[src/rtl/axi4_arb_pkg.sv]
// Shared types and constants for the two-requester AXI4 read arbiter.
package axi4_arb_pkg;

  // AR-stage FSM: IDLE arbitrates, HOLD presents the captured request downstream
  typedef enum logic [0:0] {
    ST_IDLE = 1'b0,
    ST_HOLD = 1'b1
  } arb_state_e;

  // Requester index (0 or 1); also the MSB of the manager-side ID
  typedef logic [0:0] req_idx_t;

  // AXI4 ARBURST encodings
  localparam logic [1:0] BURST_FIXED = 2'b00;
  localparam logic [1:0] BURST_INCR  = 2'b01;
  localparam logic [1:0] BURST_WRAP  = 2'b10;

  // Outstanding counters cover limits up to 15
  localparam int CNT_WIDTH = 4;

endpackage

[src/rtl/axi4_outstanding_ctr.sv]
// Per-requester outstanding read-burst counter with saturation at both ends.
module axi4_outstanding_ctr
  import axi4_arb_pkg::*;
(
  input  logic                 clk,
  input  logic                 rst,
  input  logic                 inc,
  input  logic                 dec,
  input  logic [CNT_WIDTH-1:0] limit,
  output logic [CNT_WIDTH-1:0] count,
  output logic                 at_limit
);

  logic [CNT_WIDTH-1:0] count_r;

  // Count issued bursts up and completed bursts (last beat) down
  always_ff @(posedge clk or posedge rst) begin
    if (rst) begin
      count_r <= {CNT_WIDTH{1'b0}};
    end else begin
      case ({inc, dec})
        2'b10: begin
          if (count_r != {CNT_WIDTH{1'b1}}) begin
            count_r <= count_r + {{(CNT_WIDTH-1){1'b0}}, 1'b1};
          end
        end
        2'b01: begin
          // a stray last beat at zero must not wrap the counter
          if (count_r != {CNT_WIDTH{1'b0}}) begin
            count_r <= count_r - {{(CNT_WIDTH-1){1'b0}}, 1'b1};
          end
        end
        default: count_r <= count_r;
      endcase
    end
  end

  assign count    = count_r;
  assign at_limit = (count_r >= limit);

endmodule

[src/rtl/axi4_read_arbiter2.sv]
// Two-requester AXI4 read arbiter: round-robin AR stage with a holding
// register, combinational R routing by manager ID MSB, outstanding tracking.
module axi4_read_arbiter2
  import axi4_arb_pkg::*;
#(
  parameter int ADDR_WIDTH      = 32,
  parameter int DATA_WIDTH      = 32,
  parameter int ID_WIDTH        = 4,
  parameter int MAX_OUTSTANDING = 8
) (
  input  logic                  ACLK,
  input  logic                  ARESET,
  input  logic                  s0_arvalid,
  input  logic [ADDR_WIDTH-1:0] s0_araddr,
  input  logic [7:0]            s0_arlen,
  input  logic [2:0]            s0_arsize,
  input  logic [1:0]            s0_arburst,
  input  logic [ID_WIDTH-1:0]   s0_arid,
  output logic                  s0_arready,
  output logic                  s0_rvalid,
  output logic [DATA_WIDTH-1:0] s0_rdata,
  output logic [1:0]            s0_rresp,
  output logic                  s0_rlast,
  output logic [ID_WIDTH-1:0]   s0_rid,
  input  logic                  s0_rready,
  input  logic                  s1_arvalid,
  input  logic [ADDR_WIDTH-1:0] s1_araddr,
  input  logic [7:0]            s1_arlen,
  input  logic [2:0]            s1_arsize,
  input  logic [1:0]            s1_arburst,
  input  logic [ID_WIDTH-1:0]   s1_arid,
  output logic                  s1_arready,
  output logic                  s1_rvalid,
  output logic [DATA_WIDTH-1:0] s1_rdata,
  output logic [1:0]            s1_rresp,
  output logic                  s1_rlast,
  output logic [ID_WIDTH-1:0]   s1_rid,
  input  logic                  s1_rready,
  output logic                  m_arvalid,
  output logic [ADDR_WIDTH-1:0] m_araddr,
  output logic [7:0]            m_arlen,
  output logic [2:0]            m_arsize,
  output logic [1:0]            m_arburst,
  output logic [ID_WIDTH:0]     m_arid,
  input  logic                  m_arready,
  input  logic                  m_rvalid,
  input  logic [DATA_WIDTH-1:0] m_rdata,
  input  logic [1:0]            m_rresp,
  input  logic                  m_rlast,
  input  logic [ID_WIDTH:0]     m_rid,
  output logic                  m_rready,
  output logic                  s0_busy,
  output logic                  s1_busy
);

  localparam logic [CNT_WIDTH-1:0] LIMIT = CNT_WIDTH'(MAX_OUTSTANDING);

  arb_state_e            state_r;
  req_idx_t              last_grant_r;
  logic [ADDR_WIDTH-1:0] addr_r;
  logic [7:0]            len_r;
  logic [2:0]            size_r;
  logic [1:0]            burst_r;
  logic [ID_WIDTH:0]     id_r;

  req_idx_t              grant_s;
  logic                  grant_valid_s;
  logic                  elig0_s, elig1_s;
  logic                  at_limit0_s, at_limit1_s;
  logic [CNT_WIDTH-1:0]  count0_s, count1_s;
  logic                  r_sel_s;
  logic                  r_done0_s, r_done1_s;

  assign elig0_s = s0_arvalid & ~at_limit0_s;
  assign elig1_s = s1_arvalid & ~at_limit1_s;

  // Pick the requester to accept this cycle; contention goes to the non-last grant
  always_comb begin
    grant_valid_s = 1'b0;
    grant_s       = 1'b0;
    if (state_r == ST_IDLE) begin
      if (elig0_s && elig1_s) begin
        grant_valid_s = 1'b1;
        grant_s       = ~last_grant_r;
      end else if (elig0_s) begin
        grant_valid_s = 1'b1;
        grant_s       = 1'b0;
      end else if (elig1_s) begin
        grant_valid_s = 1'b1;
        grant_s       = 1'b1;
      end else begin
        grant_valid_s = 1'b0;
        grant_s       = 1'b0;
      end
    end else begin
      grant_valid_s = 1'b0;
      grant_s       = 1'b0;
    end
  end

  assign s0_arready = grant_valid_s & (grant_s == 1'b0);
  assign s1_arready = grant_valid_s & (grant_s == 1'b1);

  // AR FSM: capture the granted request, then hold it until the manager accepts
  always_ff @(posedge ACLK or posedge ARESET) begin
    if (ARESET) begin
      state_r      <= ST_IDLE;
      last_grant_r <= 1'b1;
      addr_r       <= {ADDR_WIDTH{1'b0}};
      len_r        <= 8'h00;
      size_r       <= 3'b000;
      burst_r      <= 2'b00;
      id_r         <= {(ID_WIDTH+1){1'b0}};
    end else begin
      case (state_r)
        ST_IDLE: begin
          if (grant_valid_s) begin
            state_r      <= ST_HOLD;
            last_grant_r <= grant_s;
            addr_r       <= grant_s ? s1_araddr  : s0_araddr;
            len_r        <= grant_s ? s1_arlen   : s0_arlen;
            size_r       <= grant_s ? s1_arsize  : s0_arsize;
            burst_r      <= grant_s ? s1_arburst : s0_arburst;
            id_r         <= {grant_s, (grant_s ? s1_arid : s0_arid)};
          end
        end
        ST_HOLD: begin
          if (m_arready) begin
            state_r <= ST_IDLE;
          end
        end
        default: state_r <= ST_IDLE;
      endcase
    end
  end

  assign m_arvalid = (state_r == ST_HOLD);
  assign m_araddr  = addr_r;
  assign m_arlen   = len_r;
  assign m_arsize  = size_r;
  assign m_arburst = burst_r;
  assign m_arid    = id_r;

  // R path: steer the beat to the requester named by the ID MSB
  assign r_sel_s   = m_rid[ID_WIDTH];
  assign s0_rvalid = m_rvalid & ~r_sel_s;
  assign s1_rvalid = m_rvalid &  r_sel_s;
  assign s0_rdata  = m_rdata;
  assign s1_rdata  = m_rdata;
  assign s0_rresp  = m_rresp;
  assign s1_rresp  = m_rresp;
  assign s0_rlast  = m_rlast;
  assign s1_rlast  = m_rlast;
  assign s0_rid    = m_rid[ID_WIDTH-1:0];
  assign s1_rid    = m_rid[ID_WIDTH-1:0];
  assign m_rready  = r_sel_s ? s1_rready : s0_rready;

  assign r_done0_s = m_rvalid & m_rready & m_rlast & ~r_sel_s;
  assign r_done1_s = m_rvalid & m_rready & m_rlast &  r_sel_s;

  axi4_outstanding_ctr u_ctr0 (
    .clk      (ACLK),
    .rst      (ARESET),
    .inc      (s0_arready),
    .dec      (r_done0_s),
    .limit    (LIMIT),
    .count    (count0_s),
    .at_limit (at_limit0_s)
  );

  axi4_outstanding_ctr u_ctr1 (
    .clk      (ACLK),
    .rst      (ARESET),
    .inc      (s1_arready),
    .dec      (r_done1_s),
    .limit    (LIMIT),
    .count    (count1_s),
    .at_limit (at_limit1_s)
  );

  assign s0_busy = (count0_s != {CNT_WIDTH{1'b0}});
  assign s1_busy = (count1_s != {CNT_WIDTH{1'b0}});

endmodule
[config.mk]
export PLATFORM = sky130hd
export DESIGN_NAME = axi4_read_arbiter2
export DESIGN_NICKNAME = d
export VERILOG_FILES = /design/src/rtl/axi4_arb_pkg.sv /design/src/rtl/axi4_outstanding_ctr.sv /design/src/rtl/axi4_read_arbiter2.sv
export SDC_FILE = /design/constraint.sdc
export NUM_CORES = 1
export LEC_CHECK = 0
export CAP_MARGIN = 25
export CORE_AREA = 5 5 108 110
export CTS_BUF_LIST = sky130_fd_sc_hd__clkbuf_8 sky130_fd_sc_hd__clkbuf_16
export DETAILED_ROUTE_END_ITERATION = 8
export DIE_AREA = 0 0 113 115
export HOLD_SLACK_MARGIN = 0.08
export PLACE_DENSITY_LB_ADDON = 0.3
export SKIP_CTS_REPAIR_TIMING = 1
export SYNTH_ARGS = -nofsm -noshare
export SYNTH_HDL_FRONTEND = slang
export SYNTH_SLANG_ARGS = --single-unit
export TNS_END_PERCENT = 5
[constraint.sdc]
create_clock -name ACLK -period 4.2 [get_ports ACLK]
set_clock_uncertainty 0.15 [all_clocks]
set_input_delay 0.84 -clock ACLK [delete_from_list [all_inputs] [get_ports ACLK]]
set_output_delay 0.84 -clock ACLK [all_outputs]
set_load 0.005 [all_outputs]
# --- After elaboration in Yosys (flattened, before gate mapping) ---
# Cells that the tools add are included.
# W data, S select, Z words.
word_totals:
  latch_bits: 0
  mem_count: 0
  elab_cells: 71
  ram_bits: 0
  mem_bits_ro: 0
  inputBits: 146
  ff_bits: 60
  output_inout_bits: 136
classes:
  magnitude_cmp: 2
  div: 0
  n_mul: 0
  n_addsub: 4
  n_bitwise: 16
  reduce_logical: 8
  mux: 22
  eq_ne: 10
  shift: 0
ops:
  columns: ["cell", "count"]
  rows:
  - ["$mux W32", 1]
  - ["$mux W4", 5]
  - ["$pmux W4 S2", 2]
  - ["$and A1 B1 Y1", 10]
  - ["$mux W1", 10]
  - ["$add A4 B1 Y4 const B", 2]
  - ["$ge A4 B4 Y1 const B", 2]
  - ["$mux W8", 1]
  - ["$ne A4 B4 Y1 const B", 2]
  - ["$reduce_bool A4 Y1", 2]
  - ["$sub A4 B1 Y4 const B", 2]
  - ["$not A1 Y1", 6]
  - ["$reduce_and A3 Y1", 2]
  - ["$eq A2 B1 Y1 const B", 2]
  - ["$eq A2 B2 Y1 const B", 2]
  - ["$ne A2 B1 Y1 const B", 2]
  - ["$ne A2 B2 Y1 const B", 2]
  - ["$reduce_bool A2 Y1", 2]
  - ["$mux W3", 1]
  - ["$mux W2", 1]
  - ["$pmux W1 S2", 1]
  - ["$reduce_and A2 Y1", 1]
  - ["$logic_and A1 B1 Y1", 1]

# --- Depth between registers and ports, before layout ---
# Gate-level depths: netlist (run 1).
depth:
  depth_word: 12
  mapped_depth: 9
  depth_no_buf: 9

# --- Hierarchy ---
# Synthesis (run 1) repeated with hierarchy kept, for this count alone.
unflattened:
  hier_cells: 416
  hier_area_um2: 4107.7
by_module_without_submodules:
  columns: ["module", "instances", "cells_per_inst", "seq_area_each_um2", "area_per_inst_um2"]
  rows:
  - ["axi4_read_arbiter2", 1, 340, 1302.5, 3422.0]
  - ["axi4_outstanding_ctr", 2, 38, 100.1, 342.8]

# --- Worst setup path before layout (run 1) ---
# Ideal clock, no wire load.
synth_path:
  kind: "input-to-output"
  startpoint: "in s1_arvalid"
  endpoint: "out s0_arready"
  n_path_buf: 1
  path_slack_ns: 1.743
  arrival_time_ns: 1.467
  t_required_ns: 3.210
  stages: 3
  path_cell_list: "or3b_4 > and2_4 > buf_6"
synth_via:
  elab_chain_len: 7
  word_cells_on_any_way: 11
  cone_classes: "mux (7); bitwise (3); reduce/logical (1)"
synth_rtl:
  columns: ["item", "line_no", "source"]
  rows:
  - ["start, declared", "axi4_read_arbiter2.sv:26", "input logic s1_arvalid,"]
  - ["$and A1 B1 Y1 *", "axi4_read_arbiter2.sv:75", "assign elig1_s = s1_arvalid & ~at_limit1_s;"]
  - ["$mux W1", "axi4_read_arbiter2.sv:88", "end else if (elig1_s) begin"]
  - ["$mux W1", "axi4_read_arbiter2.sv:85", "end else if (elig0_s) begin"]
  - ["$mux W1", "axi4_read_arbiter2.sv:82", "if (elig0_s && elig1_s) begin"]
  - ["$mux W1", "axi4_read_arbiter2.sv:81", "if (state_r == ST_IDLE) begin"]
  - ["$not A1 Y1", "axi4_read_arbiter2.sv:101", "assign s0_arready = grant_valid_s & (grant_s == 1'b0);"]
  - ["$and A1 B1 Y1 *", "axi4_read_arbiter2.sv:101", null]
  - ["end, declared", "axi4_read_arbiter2.sv:19", "output logic s0_arready,"]
# Mark *: on every way between the ends. The rest lies on a longest branch, timed or not.

# --- Worst setup path after layout (run 1) ---
layout_path:
  startpoint: "in s0_arvalid"
  endpoint: "out s0_arready"
layout_via:
  elab_chain_len: 6
  word_cells_on_any_way: 10
  cone_classes: "mux (6); bitwise (3); reduce/logical (1)"
layout_rtl:
  columns: ["item", "line_no", "source"]
  rows:
  - ["start, declared", "axi4_read_arbiter2.sv:13", "input logic s0_arvalid,"]
  - ["$and A1 B1 Y1 *", "axi4_read_arbiter2.sv:74", "assign elig0_s = s0_arvalid & ~at_limit0_s;"]
  - ["$mux W1 / $logic_and A1 B1 Y1 (equally long branches)", "axi4_read_arbiter2.sv:85, axi4_read_arbiter2.sv:82", null]
  - ["$mux W1", "axi4_read_arbiter2.sv:82", null]
  - ["$mux W1", "axi4_read_arbiter2.sv:81", null]
  - ["$not A1 Y1", "axi4_read_arbiter2.sv:101", null]
  - ["$and A1 B1 Y1 *", "axi4_read_arbiter2.sv:101", null]
# Marks and branches as above.

==> run_results.csv, run 1 <==
group,metric,value,unit
power,power.density,630,nW/µm²
die,fp.dieW,113,µm
worst_setup_path,r2r_setup_slack,2040,ps
clock_tree,insertion_delay,320,ps
sta,worst_pin_slew,854,ps
clock_tree,cts-root-buf,"clkbuf_8",
grt,grt_max_degree,58,
sta,finalHoldViolCount,0,
worst_setup_path,slowest_stage,"clkdlybuf4s50_1",
logic_synthesis,synth_nets,502,
detailed_routing,vias,2654,
placement,place_congestion,0.769,
logic_synthesis,syn_avg_cell_area,9.81,µm²
power,internal-power,2110,µW
grt,overflow,0,
placement,dpl.cell_count,570,
worst_setup_path,crit_required,3210,ps
worst_setup_path,critPathArrivalTime,2470,ps
worst_setup_path,start_kind,"input pin",
final_layout,fin_nets,589,
sta,setup_tns,0,ps
clock_tree,htreeDepth,3,
die,fp.dieH,115,µm
hold_path,worstHoldStart,"last_grant_r$_DFFE_PP1P_",
power,p_seq_share,33.6,%
final_layout,fin_area,4940,µm²
run,maxCapViolations,0,
final_layout,layout.cells.non_filler,586,
worst_setup_path,cp_cell_sequence,"clkdlybuf4s50_1 > nor3b_1 > and2_4 > clkdlybuf4s50_1",
worst_setup_path,crit_top_cell,"clkdlybuf4s50_1",
sta,relSlewSlack,43.0,%
detailed_routing,wl,8650,µm
die,die-area,13000,µm²
clock_tree,cts_buffer_depth,2,
detailed_routing,ant_nets,0,
detailed_routing,wire_per_inst,14.8,µm
grt,grt_pass1_wl,13900,µm
detailed_routing,viasPerCell,4.53,
logic_synthesis,netlist_instances,354,
power,p_leak,0.00227,µW
hold_path,holdCritPathClass,"register to register",
logic_synthesis,yosysSeqAreaShare,43.3,%
clock_tree,cts_buffers,9,
logic_synthesis,synth_area,3470,µm²
power,ir_drop,0.000242,V
grt,grt_pass1_vias,2811,
final_layout,antenna_cells,0,
placement,dp_hpwl,6710,µm
sta,finalMaxSlewViolations,0,
detailed_routing,drt_first_pass_iters,5,
sta,finalCriticalPeriod,3460,ps
clock_tree,cts.sinks,60,
detailed_routing,first_iter_violations,120,
final_layout,final_common_cell,"clkdlybuf4s50_1",
detailed_routing,drc,0,
grt,antenna_found_initial,0,
run_status,status,"complete, no violations",
hold_path,holdPathEnd,"last_grant_r$_DFFE_PP1P_",
worst_setup_path,r2r_start,"u_ctr1.count[3]$_DFFE_PP0P_",
final_layout,fillers,1027,
worst_setup_path,crit_family,"buffers and inverters",
die,core-area,10600,µm²
placement,port_buffers,167,
placement,place_area,4690,µm²
power,clkPwrFrac,21.0,%
worst_setup_path,slowest_delay,520,ps
power,p_sw_share,32.1,%
power,p_sw,997,µW
worst_setup_path,critPathMaxFanout,8,
final_layout,fin_util,46.6,%
final_layout,seq_area,1500,µm²
final_layout,drive_above_1_share,6.73,%
die,rows,38,
logic_synthesis,ys_ff_latch,60,
worst_setup_path,path_buf_inv,2,
worst_setup_path,r2r_end,"u_ctr0.count[2]$_DFFE_PP0P_",
power,combPwrFrac,45.4,%
logic_synthesis,yosys_warnings,0,
hold_path,whs_path_depth,2,
final_layout,layout_common_cells,"167 x clkdlybuf4s50_1, 59 x dfrtp_1, 48 x nand2_1",
final_layout,multi_input_area,1270,µm²
sta,fmax,289,MHz
die,initial_core_util,32.7,%
grt,track_usage,13.2,%
power,total_power,3110,µW
sta,finalSetupViolCount,0,
die,ioPinCount,282,
clock_tree,clkTransAtPathRegs,70,ps
sta,rsz0062_at_grt,"false",
sta,finalCritPeriodShare,82.4,%
worst_setup_path,crit_type,"input pin to output pin",
worst_setup_path,end_kind,"output pin",
worst_setup_path,ff2ff_path_depth,7,
logic_synthesis,ys_types,38,
clock_tree,cts_tree,"built",
final_layout,area_delta_synth_final,42.2,%
[routing by layer]
metal / up-vias / global-route usage (%) / wire, µm
li1: 1299 / - / -
met5: - / 0 / 0
met1: 1199 / 14.0 / 3220
met3: 16 / 6.32 / 1010
met2: 140 / 22.9 / 4280
met4: 0 / 4.97 / 132
[cells in the mapped netlist]
library cell	count	share of area, %
inv_2	1	0.11
and2b_2	1	0.25
nor2_1	4	0.43
buf_4	79	17
a211oi_1	2	0.43
a32oi_1	1	0.25
mux2i_1	44	13
dfstp_2	1	0.76
mux2_1	1	0.32
nand4b_1	1	0.25
nand2_1	49	5.3
dfrtp_1	59	43
clkbuf_1	6	0.65
and2_1	1	0.18
a222oi_1	5	1.4
o21ai_1	45	6.5
or3b_4	1	0.32
nor3b_1	2	0.43
xor2_1	3	0.76
buf_2	9	1.3
nor2b_1	2	0.36
a41oi_1	2	0.50
or3_1	1	0.18
and2_4	1	0.25
nand3b_1	1	0.22
nand4_1	3	0.54
a21oi_1	3	0.43
o21ai_2	1	0.25
xnor2_1	3	0.76
buf_6	1	0.32
nor3_1	3	0.43
o31ai_4	1	0.61
a2bb2oi_1	1	0.25
mux2_4	1	0.43
ha_1	2	0.72
nor4_1	2	0.36
inv_1	10	1.1
mux2_2	1	0.32
[power by group through the flow]
stage	Sequential, µW	Combinational [µW]	Clock, µW
after floorplan	1050	732	0
after global placement	1050	1420	0
after detailed placement	1060	1450	0
after CTS	1050	1450	675
after global routing	1090	1570	701
final	1040	1410	652
[per-stage QoR]
stage,hold WS [ps],setup WS [ps]
after floorplan,296,1730
after global placement,308,789
after detailed placement,322,738
after CTS,332,733
after global routing,345,657
final,328,741
[how the worst max path moves through the flow]
stage	slack [ps]	startpoint	depth (start not counted)	to
CTS	730	s0_arvalid	4	s0_arready
floorplan	1730	ARESET	1	m_araddr[0]$_DFFE_PP0P_
finish	740	s0_arvalid	4	s0_arready
global route	660	s0_arvalid	4	s0_arready
global placement	790	s0_arvalid	4	s0_arready
detailed placement	740	s0_arvalid	4	s0_arready
[state kept, by name, indices dropped and copies added, names as in the netlist]
name and count:
m_arburst 2, m_arid 5, m_arvalid 1, m_arlen 8
u_ctr0.count 4, u_ctr1.count 4, m_arsize 3, last_grant_r 1
m_araddr 32
[worst min-delay path: cells and delay by family, from the launching register on]
kind,cells,cell delay [ps]
AND/OR/NAND/NOR,2,100
flip-flops,1,380
[area by class of cell]
class	count	area share, %
repair buffers	171	34.5
flip-flops and latches	60	30.4
multi-input cells	188	25.6
well taps	140	3.55
clock buffers	11	3.07
clock inverters	5	2.00
inverters	11	0.836
[kinds of logic (layout without fill, tap and decap cells)]
kind of cell               count (synthesis)  count (layout)  synth area share (%)
adders and majority gates                  2               2                 0.721
and+or+nand+nor                           72              72                  9.51
xor gates and xnor gates                   6               6                  1.51
AOI/OAI and AO/OA                         61              61                  10.7
DFF                                       60              60                  43.3
muxes                                     47              47                  13.8
buffers and inverters                    106             198                  20.5
(Power assumes the default switching activity.)
==> inputs of run 2 (changes only) <==
--- a/config.mk
+++ b/config.mk
@@ -6,10 +6,10 @@
 export NUM_CORES = 1
 export LEC_CHECK = 0
 export CAP_MARGIN = 25
-export CORE_AREA = 5 5 108 110
+export CORE_MARGIN = 5
+export CORE_UTILIZATION = 33
 export CTS_BUF_LIST = sky130_fd_sc_hd__clkbuf_8 sky130_fd_sc_hd__clkbuf_16
 export DETAILED_ROUTE_END_ITERATION = 8
-export DIE_AREA = 0 0 113 115
 export HOLD_SLACK_MARGIN = 0.08
 export PLACE_DENSITY_LB_ADDON = 0.3
 export SKIP_CTS_REPAIR_TIMING = 1
==> constraint.sdc (replaced) <==
create_clock -name ACLK -period 3.3 [get_ports ACLK]
set_clock_uncertainty 0.15 [all_clocks]
set_input_delay 0.66 -clock ACLK [delete_from_list [all_inputs] [get_ports ACLK]]
set_output_delay 0.66 -clock ACLK [all_outputs]
set_load 0.005 [all_outputs]
==> run 2 against run 1 <==
Worst hold slack worse by 4.6 ps. Sequential share of layout area rose by 0.11 points. Sequential power rose by 28%. Critical path depth stayed put. Design area decreased by 0.35%. Core utilization rose by 1.3 points. Via count grew 1.1%. Clock power is 11% higher. Combinational power rose by 28%. Flip-flop and latch count did not move. Critical path type unchanged. Largest cell class unchanged.
==> run_results.csv, run 2 (synthesis results as in run 1) <==
group,metric,value,unit
placement,port_buffers,167,
power,ir_drop,0.000304,V
clock_tree,cts.sinks,60,
worst_setup_path,critPathMaxFanout,8,
final_layout,fin_nets,590,
power,p_leak,0.00226,µW
worst_setup_path,ff2ff_path_depth,7,
clock_tree,cts_buffer_depth,2,
worst_setup_path,path_buf_inv,2,
sta,finalCriticalPeriod,3080,ps
placement,dp_hpwl,6900,µm
worst_setup_path,start_kind,"input pin",
worst_setup_path,cp_cell_sequence,"clkdlybuf4s50_1 > nor3b_1 > and2_4 > clkdlybuf4s50_1",
final_layout,area_delta_synth_final,41.7,%
final_layout,fin_util,47.9,%
detailed_routing,viasPerCell,4.60,
detailed_routing,wire_per_inst,14.9,µm
die,fp.dieH,113,µm
final_layout,final_common_cell,"clkdlybuf4s50_1",
clock_tree,insertion_delay,330,ps
final_layout,largest_reg_flops,32,
clock_tree,clkTransAtPathRegs,70,ps
die,rows,37,
hold_path,whs_path_depth,2,
worst_setup_path,r2r_setup_slack,1140,ps
sta,worst_pin_slew,762,ps
sta,rsz0062_at_grt,"false",
detailed_routing,first_iter_violations,76,
die,die-area,12700,µm²
sta,finalMaxSlewViolations,0,
grt,overflow,0,
clock_tree,cts_tree,"built",
grt,grt_pass1_vias,2845,
grt,grt_max_degree,52,
worst_setup_path,crit_family,"buffers and inverters",
sta,finalSetupViolCount,0,
final_layout,drive_above_1_share,6.71,%
detailed_routing,vias,2683,
grt,track_usage,13.6,%
sta,finalCritPeriodShare,93.2,%
detailed_routing,drc,0,
die,ioPinCount,282,
detailed_routing,ant_nets,0,
worst_setup_path,crit_top_cell,"clkdlybuf4s50_1",
worst_setup_path,slowest_delay,530,ps
worst_setup_path,end_kind,"output pin",
grt,grt_pass1_wl,14100,µm
clock_tree,cts-root-buf,"clkbuf_8",
die,core-area,10300,µm²
worst_setup_path,cp.depth,4,
worst_setup_path,crit_required,2490,ps
sta,relSlewSlack,49.2,%
final_layout,layout_common_cells,"167 x clkdlybuf4s50_1, 59 x dfrtp_1, 48 x nand2_1",
placement,place_congestion,0.781,
clock_tree,cts_buffers,9,
final_layout,antenna_cells,0,
die,initial_core_util,33.8,%
sta,fmax,325,MHz
detailed_routing,drt_first_pass_iters,4,
worst_setup_path,crit_type,"input pin to output pin",
power,power.density,784,nW/µm²
clock_tree,htreeDepth,3,
sta,finalHoldViolCount,0,
run,maxCapViolations,0,
hold_path,holdCritPathClass,"register to register",
worst_setup_path,critPathArrivalTime,2270,ps
detailed_routing,wl,8700,µm
die,fp.dieW,113,µm
grt,antenna_found_initial,0,
sta,setup_tns,0,ps
run_status,status,"complete, no violations",
worst_setup_path,slowest_stage,"clkdlybuf4s50_1",
[run 2: cell count changes in the layout (fill, tap and decap cells not counted), sizes merged]
cell and change:
inv +1, clkbuf -1, clkinvlp +1, bufinv -1
buf +1
[run 2: per-layer routing]
| layer | global-route usage (%) | share of wire, % | routed length (µm) | vias to the layer above |
|---|---|---|---|---|
| met5 | 0 | 0 | 0 | - |
| met4 | 3.69 | 0.86 | 75 | 0 |
| met2 | 23.9 | 51 | 4400 | 139 |
| met1 | 14.2 | 38 | 3320 | 1228 |
| li1 | - | - | - | 1301 |
| met3 | 7.06 | 10 | 906 | 15 |
[run 2: area by class of cell]
class,count,area (µm²)
fillers,1021,5360
repair buffers,172,1720
flip-flops and latches,60,1500
multi-input cells,188,1270
well taps,136,170
clock buffers,10,138
clock inverters,6,80.1
inverters,11,41.3
[run 2: metrics by stage]
step | setup WS, ps | std cells | cell area (µm²) | hold slack [ps] | total power [µW]
2_1_floorplan | 1010 | 354 | 3470 | 296 | 2270
3_3_place_gp | 219 | 567 | 4700 | 307 | 3140
3_5_place_dp | 214 | 567 | 4700 | 318 | 3190
4_1_cts | 213 | 583 | 4920 | 326 | 3940
5_1_grt | 112 | 583 | 4920 | 339 | 4190
6_report | 224 | 583 | 4920 | 324 | 3860
[run 2: worst paths after layout]
| kind | to | from |
|---|---|---|
| worst max-delay path | s0_arready | s0_arvalid |
| worst min-delay path | last_grant_r$_DFFE_PP1P_ | last_grant_r$_DFFE_PP1P_ |
| worst max register to register | u_ctr0.count[2]$_DFFE_PP0P_ | u_ctr1.count[3]$_DFFE_PP0P_ |
| worst min register to register | last_grant_r$_DFFE_PP1P_ | last_grant_r$_DFFE_PP1P_ |
| max in group asynchronous | last_grant_r$_DFFE_PP1P_ | ARESET |
| min in group asynchronous | m_araddr[26]$_DFFE_PP0P_ | ARESET |
[run 2: report_power, final]
group          switching [µW]  leakage (µW)  internal (µW)  total (µW)
clock                     284      0.000115            439         723
sequential                234      0.000734           1100        1330
combinational             745       0.00141           1060        1800
total                    1260       0.00226           2590        3860
[run 2: worst register-to-register path: stages (launching register included)]
cell,delay (ps)
dfrtp_1,430
or3b_4,420
a21oi_1,280
xor2_1,120
ha_1,220
nor3_1,180
a2bb2oi_1,100
xnor2_1,140
